[src/rtl/spi_target_mmio_rx_if.sv]
// MMIO request/response bundle for spi_target_mmio_rx.
// Zero-wait bus: ready follows valid in the same cycle.
interface spi_target_mmio_rx_if #(
    parameter int ADDR_W = 12
);
    logic              valid;
    logic              ready;
    logic              we;
    logic [ADDR_W-1:0] addr;
    logic [31:0]       wdata;
    logic [3:0]        wstrb;
    logic [31:0]       rdata;

    modport master (
        output valid, we, addr, wdata, wstrb,
        input  ready, rdata
    );

    modport slave (
        input  valid, we, addr, wdata, wstrb,
        output ready, rdata
    );
endinterface

[src/rtl/spi_target_mmio_rx.sv]
// SPI target receiver with DC-tagged RX FIFO, TX holding register and MMIO.
// Optional FRAME register at 0x010 under SPI_TARGET_FRAME_CNT_EN.
module spi_target_mmio_rx #(
    parameter int ADDR_W     = 12,
    parameter int FIFO_DEPTH = 16
) (
    input  logic                clk,
    input  logic                rst_n,
    input  logic                spi_sclk,
    input  logic                spi_mosi,
    input  logic                spi_cs_n,
    input  logic                spi_dc,
    output logic                spi_miso,
    spi_target_mmio_rx_if.slave mmio,
    output logic                irq_o
);
    localparam int PW = $clog2(FIFO_DEPTH);
    localparam int CW = PW + 1;

    typedef enum logic {
        IDLE,
        SHIFT
    } state_t;

    state_t state, state_n;

    logic [2:0] sclk_q;
    logic [1:0] mosi_q;
    logic [1:0] dc_q;
    logic [1:0] cs_q;
    logic       cs_d;

    logic ctrl_pos, ctrl_en, ctrl_irq_en;
    logic [7:0] txdata;
    logic [7:0] tx_sh;
    logic [6:0] rx_sh;
    logic [2:0] bit_cnt;
    logic       ovf, abort;

    logic [8:0]    mem [FIFO_DEPTH];
    logic [PW-1:0] wr_ptr, rd_ptr;
    logic [CW-1:0] count;
    logic          empty, full;

    logic sclk_rise, sclk_fall, cs_fall, cs_rise;
    logic mosi_s, dc_s, cs_s;
    logic sample, shift_tx;
    logic load_tx, byte_done, abort_set, frame_end;
    logic push, pop;
    logic [7:0] rx_byte;

    logic wr_en, rd_en;
    logic sel_rx, sel_st, sel_ctrl, sel_tx, sel_frm;
    logic [31:0] status_w, ctrl_w, frame_w;
    logic unused_ok;

    // Synchronisers; cs resets to "active" so a low CS_N held through
    // reset release is not mistaken for a fresh falling edge.
    always_ff @(posedge clk or negedge rst_n) begin
        if (!rst_n) begin
            sclk_q <= '0;
            mosi_q <= '0;
            dc_q   <= '0;
            cs_q   <= '0;
            cs_d   <= 1'b0;
        end else begin
            sclk_q <= {sclk_q[1:0], spi_sclk};
            mosi_q <= {mosi_q[0], spi_mosi};
            dc_q   <= {dc_q[0], spi_dc};
            cs_q   <= {cs_q[0], spi_cs_n};
            cs_d   <= cs_q[1];
        end
    end

    assign mosi_s    = mosi_q[1];
    assign dc_s      = dc_q[1];
    assign cs_s      = cs_q[1];
    assign sclk_rise = sclk_q[1] & ~sclk_q[2];
    assign sclk_fall = ~sclk_q[1] & sclk_q[2];
    assign cs_fall   = ~cs_s & cs_d;
    assign cs_rise   = cs_s & ~cs_d;

    assign sample  = ctrl_en & (ctrl_pos ? sclk_rise : sclk_fall);
    // No TX shift before the first sample of a byte: the MSB is
    // already presented by the load at the byte boundary.
    assign shift_tx = ctrl_en & (state == SHIFT) & (bit_cnt != 3'd0)
                    & (ctrl_pos ? sclk_fall : sclk_rise);
    assign rx_byte  = {rx_sh, mosi_s};

    always_ff @(posedge clk or negedge rst_n) begin
        if (!rst_n) state <= IDLE;
        else        state <= state_n;
    end

    always_comb begin
        state_n   = state;
        load_tx   = 1'b0;
        byte_done = 1'b0;
        abort_set = 1'b0;
        frame_end = 1'b0;
        unique case (state)
            IDLE: begin
                if (cs_fall && ctrl_en) begin
                    state_n = SHIFT;
                    load_tx = 1'b1;
                end
            end
            SHIFT: begin
                byte_done = sample & (bit_cnt == 3'd7);
                load_tx   = byte_done;
                if (cs_rise) begin
                    state_n   = IDLE;
                    frame_end = 1'b1;
                    abort_set = ~byte_done & ((bit_cnt != 3'd0) | sample);
                end
            end
        endcase
    end

    always_ff @(posedge clk or negedge rst_n) begin
        if (!rst_n) begin
            bit_cnt <= '0;
            rx_sh   <= '0;
            tx_sh   <= 8'hFF;
        end else begin
            if (!ctrl_en || state != SHIFT || cs_rise)
                bit_cnt <= '0;
            else if (sample)
                bit_cnt <= bit_cnt + 3'd1;
            if (state == SHIFT && sample)
                rx_sh <= rx_byte[6:0];
            if (load_tx)
                tx_sh <= txdata;
            else if (shift_tx)
                tx_sh <= {tx_sh[6:0], 1'b1};
        end
    end

    assign spi_miso = (ctrl_en && state == SHIFT) ? tx_sh[7] : 1'b1;

    assign wr_en    = mmio.valid & mmio.we & mmio.wstrb[0];
    assign rd_en    = mmio.valid & ~mmio.we;
    assign sel_rx   = mmio.addr == ADDR_W'('h000);
    assign sel_st   = mmio.addr == ADDR_W'('h004);
    assign sel_ctrl = mmio.addr == ADDR_W'('h008);
    assign sel_tx   = mmio.addr == ADDR_W'('h00C);
    assign sel_frm  = mmio.addr == ADDR_W'('h010);

    assign empty = count == '0;
    assign full  = count == CW'(FIFO_DEPTH);
    assign push  = byte_done & ~full;
    assign pop   = rd_en & sel_rx & ~empty;

    always_ff @(posedge clk) begin
        if (push) mem[wr_ptr] <= {dc_s, rx_byte};
    end

    always_ff @(posedge clk or negedge rst_n) begin
        if (!rst_n) begin
            wr_ptr <= '0;
            rd_ptr <= '0;
            count  <= '0;
        end else begin
            if (push) wr_ptr <= wr_ptr + PW'(1);
            if (pop)  rd_ptr <= rd_ptr + PW'(1);
            unique case ({push, pop})
                2'b10:   count <= count + CW'(1);
                2'b01:   count <= count - CW'(1);
                default: count <= count;
            endcase
        end
    end

    always_ff @(posedge clk or negedge rst_n) begin
        if (!rst_n) begin
            ctrl_pos    <= 1'b0;
            ctrl_en     <= 1'b0;
            ctrl_irq_en <= 1'b0;
            txdata      <= 8'hFF;
            ovf         <= 1'b0;
            abort       <= 1'b0;
            irq_o       <= 1'b0;
        end else begin
            if (wr_en && sel_ctrl) begin
                ctrl_pos    <= mmio.wdata[0];
                ctrl_en     <= mmio.wdata[8];
                ctrl_irq_en <= mmio.wdata[9];
            end
            // A write in the reload cycle targets the following byte.
            if (wr_en && sel_tx)
                txdata <= mmio.wdata[7:0];
            else if (load_tx)
                txdata <= 8'hFF;
            ovf   <= (byte_done & full)
                   | (ovf & ~(wr_en & sel_st & mmio.wdata[2]));
            abort <= abort_set
                   | (abort & ~(wr_en & sel_st & mmio.wdata[3]));
            irq_o <= ctrl_irq_en & (~empty | ovf);
        end
    end

`ifdef SPI_TARGET_FRAME_CNT_EN
    logic [7:0] cur_bytes, cur_next, last_bytes, frames;

    assign cur_next = (byte_done && cur_bytes != 8'hFF)
                    ? cur_bytes + 8'd1 : cur_bytes;

    always_ff @(posedge clk or negedge rst_n) begin
        if (!rst_n) begin
            cur_bytes  <= '0;
            last_bytes <= '0;
            frames     <= '0;
        end else begin
            if (state == IDLE)
                cur_bytes <= '0;
            else
                cur_bytes <= cur_next;
            if (wr_en && sel_frm) begin
                last_bytes <= '0;
                frames     <= '0;
            end else if (frame_end) begin
                last_bytes <= cur_next;
                frames     <= frames + 8'd1;
            end
        end
    end

    assign frame_w = {8'd0, frames, 8'd0, last_bytes};
`else
    assign frame_w = '0;
`endif

    assign status_w = {16'd0, 8'(count), 3'd0, ~cs_s, abort, ovf, full, empty};
    assign ctrl_w   = {22'd0, ctrl_irq_en, ctrl_en, 7'd0, ctrl_pos};

    assign mmio.ready = mmio.valid;

    always_comb begin
        mmio.rdata = '0;
        if (rd_en) begin
            unique case (1'b1)
                sel_rx:   if (!empty) mmio.rdata = {1'b1, 22'd0, mem[rd_ptr]};
                sel_st:   mmio.rdata = status_w;
                sel_ctrl: mmio.rdata = ctrl_w;
                sel_tx:   mmio.rdata = {24'd0, txdata};
                sel_frm:  mmio.rdata = frame_w;
                default:  mmio.rdata = '0;
            endcase
        end
    end

    assign unused_ok = ^{mmio.wdata[31:10], mmio.wstrb[3:1]};
endmodule

[src/flat_wrapper.sv]
// flat-port wrapper written by rule: the top's interface ports become plain ports
module spi_target_mmio_rx_flat 
#(
    parameter int ADDR_W     = 12,
    parameter int FIFO_DEPTH = 16
)
  (clk, rst_n, spi_sclk, spi_mosi, spi_cs_n, spi_dc, spi_miso, irq_o, mmio_valid, mmio_we, mmio_addr, mmio_wdata, mmio_wstrb, mmio_ready, mmio_rdata);
  spi_target_mmio_rx_if #(.ADDR_W(ADDR_W)) mmio_i ();
  input  logic clk;
  input  logic rst_n;
  input  logic spi_sclk;
  input  logic spi_mosi;
  input  logic spi_cs_n;
  input  logic spi_dc;
  output logic spi_miso;
  output logic irq_o;
  input wire logic [$bits(mmio_i.valid)-1:0] mmio_valid;
  input wire logic [$bits(mmio_i.we)-1:0] mmio_we;
  input wire logic [$bits(mmio_i.addr)-1:0] mmio_addr;
  input wire logic [$bits(mmio_i.wdata)-1:0] mmio_wdata;
  input wire logic [$bits(mmio_i.wstrb)-1:0] mmio_wstrb;
  output wire logic [$bits(mmio_i.ready)-1:0] mmio_ready;
  output wire logic [$bits(mmio_i.rdata)-1:0] mmio_rdata;
  assign mmio_i.valid = mmio_valid;
  assign mmio_i.we = mmio_we;
  assign mmio_i.addr = mmio_addr;
  assign mmio_i.wdata = mmio_wdata;
  assign mmio_i.wstrb = mmio_wstrb;
  assign mmio_ready = mmio_i.ready;
  assign mmio_rdata = mmio_i.rdata;
  spi_target_mmio_rx #(.ADDR_W(ADDR_W), .FIFO_DEPTH(FIFO_DEPTH)) u_core (.clk(clk), .rst_n(rst_n), .spi_sclk(spi_sclk), .spi_mosi(spi_mosi), .spi_cs_n(spi_cs_n), .spi_dc(spi_dc), .spi_miso(spi_miso), .mmio(mmio_i), .irq_o(irq_o));
endmodule
[config.mk]
export PLATFORM = sky130hd
export DESIGN_NAME = spi_target_mmio_rx_flat
export DESIGN_NICKNAME = d
export VERILOG_FILES = /design/src/rtl/spi_target_mmio_rx_if.sv /design/src/rtl/spi_target_mmio_rx.sv /design/src/flat_wrapper.sv
export SDC_FILE = /design/constraint.sdc
export NUM_CORES = 1
export LEC_CHECK = 0
export CAP_MARGIN = 20
export CORE_MARGIN = 4
export CORE_UTILIZATION = 45
export DETAILED_ROUTE_END_ITERATION = 10
export DONT_BUFFER_PORTS = 1
export GPL_ROUTABILITY_DRIVEN = 0
export SYNTH_ARGS = -nofsm -noshare
export SYNTH_HDL_FRONTEND = slang
export SYNTH_SLANG_ARGS = --single-unit
[constraint.sdc]
create_clock -name clk -period 4.9 [get_ports clk]
set_input_delay 0.98 -clock clk [delete_from_list [all_inputs] [get_ports clk]]
set_output_delay 0.98 -clock clk [all_outputs]
set_load 0.03 [all_outputs]
# After elaboration in Yosys (flattened, before gate mapping)

Memories as Yosys holds them, arrays and structs flattened.
Index checks and enable logic that the tools add are counted.

Logic and storage cells: 107
Bits in writable memories: 144
Memories: 1
Bits in registers: 56
Bits of input ports: 56
Output and inout bits: 35

Reductions and logical operators: 15
Add/subtract/negate cells: 5
Multiplexer cells: 22
Eq/ne operators: 7
Bitwise operators: 38

Memories:

| name       | words | bits a word | rd ports | clocked after memory_dff | write ports | RTL line                 | text |
|---|---|---|---|---|---|---|---|
| u_core.mem | 16    | 9           | 1        | 0                        | 1           | spi_target_mmio_rx.sv:40 | `logic [8:0] mem [FIFO_DEPTH];` |

Operators with widths:

| cell                | number |
|---|---|
| $pmux 32 s4         | 1 |
| $mux 32             | 2 |
| $mux 8              | 4 |
| $eq 12x4->1 const B | 2 |
| $and 1x1->1         | 23 |
| $eq 12x3->1 const B | 1 |
| $logic_not 12->1    | 1 |
| $not 1->1           | 11 |
| $mux 1              | 10 |
| $pmux 5 s2          | 1 |
| $add 4x1->4 const B | 2 |
| $reduce_bool 2->1   | 4 |
| $mux 3              | 2 |
| $add 5x1->5 const B | 1 |
| $eq 5x5->1 const B  | 1 |
| $logic_and 1x1->1   | 5 |
| $logic_not 5->1     | 1 |
| $sub 5x1->5 const B | 1 |
| $or 1x1->1          | 4 |
| $pmux 1 s2          | 2 |
| $add 3x1->3 const B | 1 |
| $eq 3x3->1 const B  | 1 |
| $reduce_bool 3->1   | 1 |
| $eq 2x1->1 const B  | 1 |
| other kinds (3)     | 4 |

# Depth between registers and ports, before layout

Gate-level depths: netlist (run 1).

Depth after elaboration: 10
Mapped depth: 15
Gate-level depth less buffers: 12

# Least setup slack after synthesis (run 1)

Ideal clock, no wire load.

Path kind: input to register
From: in mmio_addr[5]
To: reg u_core.count[4]
Required time: 4.821 ns
Cell stages on the path: 12
Slack: 1.030 ns
Data arrival time: 3.790 ns
Library setup time: 0.079 ns
Buffers on the path: 2
Cells stage by stage: nor4_1 -> nand4_1 -> nor4_2 -> buf_2 -> ha_1 -> clkbuf_1 -> xor2_1 -> ha_1 -> nand2b_1 -> or4b_2 -> o31ai_1 -> xor2_1

Longest elaborated chain between the ends: 5
Elaborated cells on any way between the ends: 7
Classes of those cells: 2 x eq/ne; 1 x mux; 2 x bitwise; 2 x reduce/logical

RTL lines:

| item                                            | RTL line                  | text |
|---|---|---|
| from (decl)                                     | flat_wrapper.sv:19        | `input wire logic [$bits(mmio_i.addr)-1:0] mmio_addr;` |
| $logic_not 12->1 *                              | spi_target_mmio_rx.sv:143 | `assign sel_rx = mmio.addr == ADDR_W'('h000);` |
| $and 1x1->1 * (2 in a row)                      | spi_target_mmio_rx.sv:152 | `assign pop = rd_en & sel_rx & ~empty;` |
| via u_core.pop                                  | spi_target_mmio_rx.sv:49  | `logic push, pop;` |
| $eq 2x1->1 or $eq 2x2->1 (tied branches)        | spi_target_mmio_rx.sv:166 | `unique case ({push, pop})` |
| $pmux 5 s2 or $reduce_bool 2->1 (tied branches) | -                         |  |
| to (signal assigned)                            | spi_target_mmio_rx.sv:167 | `2'b10: count <= count + CW'(1);` |
| to (signal assigned)                            | spi_target_mmio_rx.sv:168 | `2'b01: count <= count - CW'(1);` |
| to (signal assigned)                            | spi_target_mmio_rx.sv:169 | `default: count <= count;` |
| to (decl)                                       | spi_target_mmio_rx.sv:42  | `logic [CW-1:0] count;` |

Mark *: on every way through the listed nets, which the timed path passes. The rest lies on a longest branch.
A chain may end at the register's enable or synchronous reset.

# Worst setup path in the final report (run 1)

From: reg u_core.rd_ptr[1]
To: out mmio_rdata[8]

Longest elaborated chain between the ends: 4

RTL lines:

| item                   | RTL line                  | text |
|---|---|---|
| from (decl)            | spi_target_mmio_rx.sv:41  | `logic [PW-1:0] wr_ptr, rd_ptr;` |
| from (signal assigned) | spi_target_mmio_rx.sv:165 | `if (pop) rd_ptr <= rd_ptr + PW'(1);` |
| $mem_v2 16x9           | -                         |  |
| $mux 32                | spi_target_mmio_rx.sv:242 | `sel_rx: if (!empty) mmio.rdata = {1'b1, 22'd0, mem[rd_ptr]};` |
| $pmux 32 s4            | spi_target_mmio_rx.sv:241 | `unique case (1'b1)` |
| $mux 32                | spi_target_mmio_rx.sv:240 | `if (rd_en) begin` |
| to (decl)              | flat_wrapper.sv:23        | `output wire logic [$bits(mmio_i.rdata)-1:0] mmio_rdata;` |

Every way passes these cells.

==> results of run 1 <==
-- critical path: cells and delay by family, from the launching register on --
| family | cells | cell delay (ns) |
|---|---|---|
| simple gates | 2 | 0.21 |
| flops | 1 | 0.83 |
| compound gates | 2 | 0.65 |
| buf+inv | 1 | 0.37 |
| mux | 1 | 0.38 |
-- power breakdown --
part           switching (mW)  total (mW)  internal, mW
Clock                   0.653        1.38         0.724
Combinational          0.0250      0.0323       0.00729
Sequential            0.00778        1.81          1.81
-- through the flow --
| step | utilization | setup slack [ns] | instances |
|---|---|---|---|
| final | 0.505 | 1.03 | 752 |
| after global routing | 0.505 | 0.887 | 752 |
| after CTS | 0.505 | 0.935 | 752 |
| after detailed placement | 0.473 | 0.987 | 720 |
| after global placement | 0.473 | 1.09 | 720 |
| after floorplan | - | 1.03 | 528 |
-- how the worst max path moves through the flow --
| stage | cells after the start | from | to | slack (ns) |
|---|---|---|---|---|
| 6_report | 6 | u_core.rd_ptr[1]$_DFFE_PN0P_ | mmio_rdata[8] | 1.03 |
| 5_1_grt | 5 | u_core.rd_ptr[0]$_DFFE_PN0P_ | mmio_rdata[0] | 0.89 |
| 4_1_cts | 6 | u_core.rd_ptr[1]$_DFFE_PN0P_ | mmio_rdata[8] | 0.94 |
| 3_5_place_dp | 11 | mmio_addr[5] | u_core.count[4]$_DFFE_PN0P_ | 0.99 |
| 3_3_place_gp | 11 | mmio_addr[5] | u_core.count[4]$_DFFE_PN0P_ | 1.09 |
| 2_1_floorplan | 12 | mmio_addr[5] | u_core.count[4]$_DFFE_PN0P_ | 1.03 |
-- flip-flops by register name, indices dropped and copies added (netlist names), 4 cells and up --
| register | flops |
|---|---|
| u_core.rx_sh | 7 |
| u_core.wr_ptr | 4 |
| u_core.mem | 144 |
| u_core.count | 5 |
| u_core.rd_ptr | 4 |
| u_core.txdata | 8 |
| u_core.tx_sh | 8 |
-- layer usage --
metal  vias to the layer above  global-route usage
li1                       1949                   -
met1                      2307               0.239
met2                        84               0.271
met3                        15              0.0414
met4                         0              0.0427
met5                         -                   0
-- cell type report --
| cell class | instances | area share |
|---|---|---|
| inverters | 8 | 0.00352 |
| multi-input cells | 277 | 0.273 |
| clock inverters | 14 | 0.0172 |
| well taps | 229 | 0.0310 |
| clock buffers | 18 | 0.0465 |
| flip-flops and latches | 200 | 0.623 |
| repair buffers | 6 | 0.00624 |
-- logic make-up (layout without fill, tap and decap cells) --
logic type	count (synthesis)	count (layout)
buffers and inverters	51	46
xor gates and xnor gates	13	13
and+or+nand+nor	105	105
adders and majority gates	11	11
other	1	18
muxes	56	56
DFF	200	200
AOI/OAI and AO/OA	74	74
-- layout by cell type (no fill, tap or decap), types with 3 or more instances in the layout --
cell type	instances
ha_1	11
inv_1	7
nor3_1	3
o21ai_0	6
a22oi_1	18
mux2i_1	6
mux4_2	35
o22a_1	8
nand4_1	4
nand2b_1	6
conb_1	18
xnor2_1	7
buf_4	5
nand3_1	4
a22o_1	11
xor2_1	6
mux2_2	15
a21oi_1	8
and2_1	20
a32o_1	4
edfxtp_1	144
dfstp_2	16
clkbuf_16	17
nor2_1	11
inv_6	6
clkinv_8	3
a21o_1	8
nor2b_1	9
nand2_1	27
and3_1	4
dfrtp_1	39
==> summary.md, run 1 <==
| Metric | Value |
|---|---|
| Largest family of logic cells by synthesized area | `multiplexers` |
| Cts hold-fix bufs | `0` |
| Final #Nets | `577` |
| Simple-gate share of the synthesized area | `0.0719` |
| Worst path slowest cell | `dfrtp_1` |
| Routed wl met2 | `8850 um` |
| Largest net degree at the start of global routing | `57` |
| Reg2reg start | `u_core.ctrl_pos$_DFFE_PN0P_` |
| Compound-gate portion of the synthesized area | `0.0672` |
| Seq cells post-synth | `200` |
| Vias in the first global route | `4449` |
| Adder-cell share of the synthesized area | `0.0162` |
| Worst hold path type | `in2async` |
| I/O pin cnt | `91` |
| F_max | `258 MHz` |
| Setup-failing EPs final | `0` |
| DRC violations left | `0` |
| Total die area | `21100 um2` |
| Cell Rows | `49` |
| Routed len/inst | `23.5 um` |
| Diode count | `0` |
| Clock skew | `0.0144 ns` |
| TritonRoute pass-1 iters | `5` |
| Final instance area | `9230 um2` |
| Cts bufs inserted | `17` |
| R2R cell count | `11` |
| Max Cap Viol | `0` |
| Post_cts resized | `0` |
| Hold slack | `0.240 ns` |
| H-tree levels | `4` |
| Critical-path maximum fanout | `15` |
| Via count | `4355` |
| Worst EP arrival | `2.89 ns` |
| Max IR drop VDD | `0.000247 V` |
| Initial core utilization | `0.465` |
| Core area | `18300 um2` |
| Period utilization | `0.791` |
| Reg-to-reg endpoint | `u_core.count[4]$_DFFE_PN0P_` |
| Initial antenna violation count | `0` |
| Seq. cell area | `5750 um2` |
| Fin. max-slew vios | `0` |
| Met3 wire length | `719 um` |
| Layout cells sized above 1 | `0.218` |
| Mux share of post-synthesis cell area | `0.120` |
| Mean number of vias per cell | `5.79` |
| Longest Clk Path Bufs | `2` |
| DPL Wire Length | `11700 um` |
| PwrDens | `349 nW/um2` |
| Synth-to-Final Area Change | `8.69%` |
| CTS tree | `yes` |
| Fill cell count | `1535` |
| Critical path startpoint category | `flip-flop` |
| Post-synth EDFFs | `144` |
| GRT overflow | `0` |
| Mapped cell area | `8490 um2` |
| Root buf cell | `clkbuf_16` |
| Area of the multi-input gates | `2520 um2` |
| Status | `finished, final reports clean` |
| Setup_tns | `0 ns` |
| Yosys top cell by area | `edfxtp_1` |
| Routed wire length | `17600 um` |
| IO Port Bufs | `0` |
| Worst-Skew Late Latency | `0.43 ns` |
| Leakage Power | `3.27 nW` |
| Crit path top cell by count | `nand2_1` |
| Synth top area share | `0.509` |
| Min cycle time layout | `3.87 ns` |
| Ys flop type | `edfxtp_1` |
| Top-count cell post-synth | `edfxtp_1` |
| Die extent in x | `145 um` |
| Top cells by area, synth | `edfxtp_1 51%, dfrtp_1 12%, mux4_2 9.3%, dfstp_2 5.0%, mux2_2 2.0%` |
| WS Path Type | `reg2out` |
| Yosys Warn Count | `0` |
| Seq/Total Area, Yosys | `0.677` |
| ANT nets after route | `0` |
| Synth cell types | `56` |
| Crit. End Element | `primary output` |
| Reg2Reg Setup Slack | `1.14 ns` |
| Post-CTS setup repair buffer count | `0` |
| Final Hold Viols | `0` |
| XOR/XNOR Fraction of Synth Area | `0.0134` |
| Die Span Y | `145 um` |
| Critical Path RT | `3.92 ns` |
| Asr flop ratio synth | `0.280` |
| Worst stage delay on the critical path | `0.83 ns` |
| GRT Util Overall | `0.170` |
| First DRT Iteration DRCs | `345` |
| First-pass GRT wire length | `27200 um` |
| Critical-path cell list | `buf_4, mux4_2, a22oi_1, nand2_1, nand2_1, o21ai_0` |
| Relative slew margins | `0.341` |
| Avg Inst Size Synth | `16.6 um2` |
| DR top layer | `met4` |
| Power Total | `3.22 mW` |
| Slew @ Worst Pin | `0.978 ns` |
| Area after DPL | `8640 um2` |
| Clock sinks | `200` |
| Unrepaired setup endpoints after global routing | `no` |
| DRT met1 WL | `7870 um` |
| Synthesized instance count | `511` |
| Commonest cells in the netlist | `144 x edfxtp_1, 40 x dfrtp_1, 35 x mux4_2` |
| Worst-path clk slew | `0.07 ns` |
(Power assumes the default switching activity.)
==> inputs of run 2 (changes only) <==
==> constraint.sdc (replaced) <==
create_clock -name clk -period 3.97 [get_ports clk]
set_input_delay 0.794 -clock clk [delete_from_list [all_inputs] [get_ports clk]]
set_output_delay 0.794 -clock clk [all_outputs]
set_load 0.03 [all_outputs]
==> run 2 against run 1 <==
Against the previous run: first-iteration DRC count fell by 21%; utilization rose by 0.089 points; sequential cell count unchanged; setup slack got worse by 0.52 ns; global-route usage increased by 0.15 points; worst hold slack lost 0.18 ns; clock skew is 0.0025 ns lower; combinational power is 24% higher; register-to-register slack worse by 0.64 ns; via count increased by 0.64%; wire length is 1.2% lower; critical path type is now reg2reg; largest power group unchanged.
==> summary.md, run 2 (synthesized netlist as in run 1, its figures left out) <==
| Metric | Value |
|---|---|
| Reg2reg start | `u_core.ctrl_pos$_DFFE_PN0P_` |
| Die extent in x | `145 um` |
| Power Total | `3.93 mW` |
| H-tree levels | `4` |
| WS Path Type | `reg2reg` |
| Crit. End Element | `flip-flop` |
| Reg-to-reg endpoint | `u_core.count[4]$_DFFE_PN0P_` |
| First DRT Iteration DRCs | `274` |
| Initial antenna violation count | `0` |
| Setup-failing EPs final | `0` |
| Min cycle time layout | `3.47 ns` |
| F_max | `289 MHz` |
| Via count | `4383` |
| Die Span Y | `145 um` |
| Post-CTS setup repair buffer count | `0` |
| PwrDens | `425 nW/um2` |
| Fin. max-slew vios | `0` |
| Root buf cell | `clkbuf_16` |
| Synth-to-Final Area Change | `8.89%` |
| Cts hold-fix bufs | `0` |
| Largest net degree at the start of global routing | `57` |
| Critical path startpoint category | `flip-flop` |
| Initial core utilization | `0.465` |
| First-pass GRT wire length | `27300 um` |
| Routed wire length | `17400 um` |
| Relative slew margins | `0.525` |
| ANT nets after route | `0` |
| Layout cells sized above 1 | `0.224` |
| Final Util | `0.506` |
| Slew @ Worst Pin | `0.711 ns` |
| IO Port Bufs | `0` |
| Worst hold path type | `in2async` |
| Vias in the first global route | `4408` |
| Post_cts resized | `0` |
| DPL Wire Length | `11700 um` |
| Cell Rows | `49` |
| Clock skew | `0.0119 ns` |
| Setup_tns | `0 ns` |
| Final #Nets | `581` |
| Diode count | `0` |
| DRC violations left | `0` |
| Max reg flops | `144` |
| Total die area | `21100 um2` |
| CTS tree | `yes` |
| Reg2Reg Setup Slack | `0.50 ns` |
| Cts bufs inserted | `17` |
| Top Registers | `u_core.mem (144), u_core.tx_sh (8), u_core.txdata (8)` |
| GRT Util Overall | `0.172` |
| Worst-Skew Late Latency | `0.43 ns` |
| Worst EP arrival | `3.82 ns` |
| Max Cap Viol | `0` |
| Status | `finished, final reports clean` |
| Core area | `18300 um2` |
| Final Hold Viols | `0` |
| I/O pin cnt | `91` |
| Critical Path RT | `4.32 ns` |
| Worst-path clk slew | `0.08 ns` |
| Clock sinks | `200` |
| Mean number of vias per cell | `5.80` |
| TritonRoute pass-1 iters | `5` |
| Longest Clk Path Bufs | `2` |
| Commonest non-fill, non-tap cell in the layout | `edfxtp_1` |
| R2R cell count | `11` |
| Unrepaired setup endpoints after global routing | `no` |
| Commonest non-fill, non-tap cells in the layout | `144 x edfxtp_1, 39 x dfrtp_1, 35 x mux4_2` |
| Critical-path maximum fanout | `8` |
| Routed len/inst | `23.1 um` |
| Leakage Power | `3.29 nW` |
| GRT overflow | `0` |
| Period utilization | `0.873` |
| Most flop-heavy register | `u_core.mem` |
| Max IR drop VDD | `0.000322 V` |
-- run 2: cell types whose count changed in the layout (fill, tap and decap cells not counted), sizes merged --
cell / before / now
clkinvlp: 1 / 0
clkbuf: 18 / 19
inv: 15 / 16
buf: 6 / 10
bufinv: 1 / 0
-- run 2: routing by layer --
layer | share of wire | up-vias | GRT usage | wire length (um)
met5 | 0 | - | 0 | 0
met4 | 0.016 | 0 | 0.0551 | 272
met3 | 0.043 | 23 | 0.0358 | 754
met2 | 0.47 | 116 | 0.259 | 8210
met1 | 0.47 | 2294 | 0.253 | 8190
li1 | - | 1950 | - | -
-- run 2: stage by stage --
stage	area (um2)	hold WS [ns]	setup WS [ns]	std cells
finish	9250	0.0561	0.505	756
global route	9250	0.0225	0.279	756
CTS	9250	0.0317	0.487	756
detailed placement	8670	0.338	0.367	724
global placement	8670	0.336	0.468	724
floorplan	8550	0.331	0.286	528
-- run 2: layout make-up --
type | instances | area, um2
Timing Repair Buffer | 10 | 87.6
Inverter | 8 | 32.5
Clock inverter | 13 | 131
Sequential cell | 200 | 5750
Fill cell | 1494 | 9020
Multi-Input combinational cell | 277 | 2520
Tap cell | 229 | 287
Clock buffer | 19 | 443
-- run 2: how the worst max path moves through the flow --
stage	start	end
floorplan	mmio_addr[5]	u_core.count[4]$_DFFE_PN0P_
global placement	mmio_addr[5]	u_core.count[4]$_DFFE_PN0P_
detailed placement	mmio_addr[5]	u_core.count[4]$_DFFE_PN0P_
CTS	u_core.ctrl_pos$_DFFE_PN0P_	u_core.count[4]$_DFFE_PN0P_
global route	u_core.ctrl_pos$_DFFE_PN0P_	u_core.count[4]$_DFFE_PN0P_
finish	u_core.ctrl_pos$_DFFE_PN0P_	u_core.count[4]$_DFFE_PN0P_
-- run 2: power breakdown --
part           internal [mW]  switching, mW
Clock                  0.852          0.801
Combinational        0.00906         0.0312
Sequential              2.23        0.00957
Total                   3.09          0.842
-- run 2: critical path, stage by stage, from the launching register on --
cell	delay, ns
dfrtp_1	0.47
or3b_1	0.50
a21oi_4	0.20
and3_1	0.44
inv_4	0.12
ha_1	0.31
xor2_1	0.17
ha_1	0.20
nand2b_1	0.09
or4b_2	0.60
o31ai_1	0.10
xor2_1	0.18
==> inputs of run 3 (changes only) <==
--- a/config.mk
+++ b/config.mk
@@ -9,8 +9,9 @@
 export CORE_MARGIN = 4
 export CORE_UTILIZATION = 45
 export DETAILED_ROUTE_END_ITERATION = 10
-export DONT_BUFFER_PORTS = 1
 export GPL_ROUTABILITY_DRIVEN = 0
+export PLACE_DENSITY = 0.66
+export SLEW_MARGIN = 0
 export SYNTH_ARGS = -nofsm -noshare
 export SYNTH_HDL_FRONTEND = slang
 export SYNTH_SLANG_ARGS = --single-unit
==> run 3 against run 2 <==
Against the previous run: fmax down 8.2%; register-to-register slack gained 0.15 ns; global-route usage down 0.74 points; sequential cell count unchanged; worst hold slack gained 0.29 ns; non-clock buffer count grew 49; clock-buffer cell count decreased by 2; critical endpoint is now mmio_rdata[12].
==> summary.md, run 3 (synthesized netlist as in run 1, its figures left out) <==
| Metric | Value |
|---|---|
| Status | `finished, final reports clean` |
| Cts bufs inserted | `17` |
| Sequential Power Share | `0.560` |
| Diode count | `0` |
| Post-Layout Cell Count | `805` |
| Unrepaired setup endpoints after global routing | `no` |
| First-pass GRT wire length | `26700 um` |
| GRT overflow | `0` |
| Critical Path RT | `3.18 ns` |
| Commonest non-fill, non-tap cell in the layout | `edfxtp_1` |
| Worst-path clk slew | `0.07 ns` |
| Root buf cell | `clkbuf_16` |
| Mean number of vias per cell | `5.58` |
| WS Path Type | `in2out` |
| Longest Clk Path Bufs | `2` |
| Crit. End Element | `primary output` |
| GRT Util Overall | `0.164` |
| Leakage Power | `3.53 nW` |
| Total internal power | `3.11 mW` |
| CP delay by family, top | `simple AND/OR/NAND/NOR gates` |
| Clk pwr share | `0.417` |
| Reg-to-reg endpoint | `u_core.count[4]$_DFFE_PN0P_` |
| Area after DPL | `9130 um2` |
| Fill cell count | `1454` |
| Worst path slowest cell | `clkdlybuf4s50_1` |
| First DRT Iteration DRCs | `253` |
| Setup_tns | `0 ns` |
| Cts hold-fix bufs | `0` |
| Worst-Skew Late Latency | `0.43 ns` |
| Largest net degree at the start of global routing | `37` |
| Most flop-heavy register | `u_core.mem` |
| Final instance area | `9710 um2` |
| Critical-path maximum fanout | `5` |
| Power Total | `3.99 mW` |
| Worst hold path type | `reg2reg` |
| I/O pin cnt | `91` |
| IO Port Bufs | `47` |
| Reg2Reg Setup Slack | `0.65 ns` |
| Max IR drop VDD | `0.000277 V` |
| TritonRoute pass-1 iters | `5` |
| Critical path startpoint category | `primary input` |
| Sink of the worst hold path | `u_core.cs_q[1]$_DFF_PN0_` |
| Dpl ws | `0.191 ns` |
| Dpl cells | `773` |
| R2R cell count | `11` |
| DPL Wire Length | `11500 um` |
| Critical-path cell list | `clkdlybuf4s50_1, nor4_1, and4_1, nand2_1, nor2_1, and2_1, clkdlybuf4s50_1` |
| F_max | `265 MHz` |
| Clock sinks | `200` |
| Period utilization | `0.951` |
| Crit path top cell by count | `clkdlybuf4s50_1` |
| Gate power share | `0.022` |
| Commonest non-fill, non-tap cells in the layout | `144 x edfxtp_1, 39 x dfrtp_1, 35 x mux4_2, 35 x clkdlybuf4s50_1, 27 x nand2_1` |
| Initial antenna violation count | `0` |
| Clock skew | `0.00944 ns` |
| DRC violations left | `0` |
| Hold path cells | `0` |
| CTS tree | `yes` |
| Switching power | `884 uW` |
| Final #Nets | `630` |
| Fin. max-slew vios | `0` |
| Slew @ Worst Pin | `0.843 ns` |
| H-tree levels | `4` |
| Top Registers | `u_core.mem (144), u_core.tx_sh (8), u_core.txdata (8)` |
| Routed wire length | `17000 um` |
| PwrDens | `411 nW/um2` |
| Max Cap Viol | `0` |
| Cell Rows | `49` |
| Routed len/inst | `21.1 um` |
| Die Span Y | `145 um` |
| Post-CTS setup repair buffer count | `0` |
| Total die area | `21100 um2` |
| Die extent in x | `145 um` |
| Switching Fraction | `0.222` |
| Layout cells sized above 1 | `0.227` |
| Reg2reg start | `u_core.ctrl_pos$_DFFE_PN0P_` |
| Bufs and invs on worst path | `2` |
| Min-delay src | `u_core.cs_q[0]$_DFF_PN0_` |
| Worst EP arrival | `2.98 ns` |
| Setup-failing EPs final | `0` |
| Initial core utilization | `0.465` |
| Final Hold Viols | `0` |
| Worst stage delay on the critical path | `0.67 ns` |
| Post_cts resized | `0` |
| Vias in the first global route | `4641` |
| Via count | `4493` |
| Max reg flops | `144` |
| Relative slew margins | `0.438` |
| Min cycle time layout | `3.78 ns` |
| Synth-to-Final Area Change | `14.3%` |
| ANT nets after route | `0` |
| Core area | `18300 um2` |
| Final WS setup | `0.195 ns` |
[run 3: cell count changes in the layout (fill, tap and decap cells not counted), moves of 2 or more]
cell and delta:
buf_4 +11, clkdlybuf4s50_1 +35, clkinv_8 -2, dlymetal6s2s_1 +2, inv_4 -2, inv_6 +2, inv_8 +3
[run 3: per-layer routing]
metal  vias to the layer above  global-route usage  routed length (um)
met3                        12              0.0371                 850
met1                      2319               0.225                7500
met4                         0              0.0437                 203
met2                       108               0.269                8450
li1                       2054                   -                   -
met5                         -                   0                   0
[run 3: cell type report]
type | count | area (um2) | area share
tap | 229 | 287 | 0.0295
sequential | 200 | 5750 | 0.592
clock buffer | 17 | 425 | 0.0438
clock inverter | 15 | 146 | 0.0151
timing repair buffer | 59 | 551 | 0.0567
multi-input combinational | 277 | 2520 | 0.259
inverter | 8 | 32.5 | 0.00335
[run 3: worst max path at each step]
| stage | startpoint | to | slack, ns | cells past startpoint |
|---|---|---|---|---|
| 2_1_floorplan | mmio_addr[5] | u_core.count[4]$_DFFE_PN0P_ | 0.29 | 12 |
| 5_1_grt | mmio_addr[5] | mmio_rdata[12] | 0.007 | 7 |
| 3_5_place_dp | mmio_addr[5] | u_core.count[4]$_DFFE_PN0P_ | 0.19 | 9 |
| 6_report | mmio_addr[5] | mmio_rdata[12] | 0.19 | 7 |
| 3_3_place_gp | mmio_addr[5] | u_core.count[4]$_DFFE_PN0P_ | 0.23 | 11 |
| 4_1_cts | mmio_addr[5] | mmio_rdata[11] | 0.17 | 7 |
[run 3: power groups by stage]
stage / logic [mW] / registers (mW) / clock network (mW)
finish: 0.0895 / 2.24 / 1.66
detailed placement: 0.0893 / 2.28 / 0
CTS: 0.0897 / 2.24 / 1.69
global placement: 0.0881 / 2.28 / 0
floorplan: 0.0573 / 2.28 / 0
global route: 0.0959 / 2.24 / 1.79
[run 3: metrics by stage]
| stage | hold slack [ns] | util |
|---|---|---|
| 2_1_floorplan | 0.331 | - |
| 3_3_place_gp | 0.338 | 0.500 |
| 3_5_place_dp | 0.336 | 0.500 |
| 4_1_cts | 0.354 | 0.531 |
| 5_1_grt | 0.363 | 0.531 |
| 6_report | 0.351 | 0.531 |
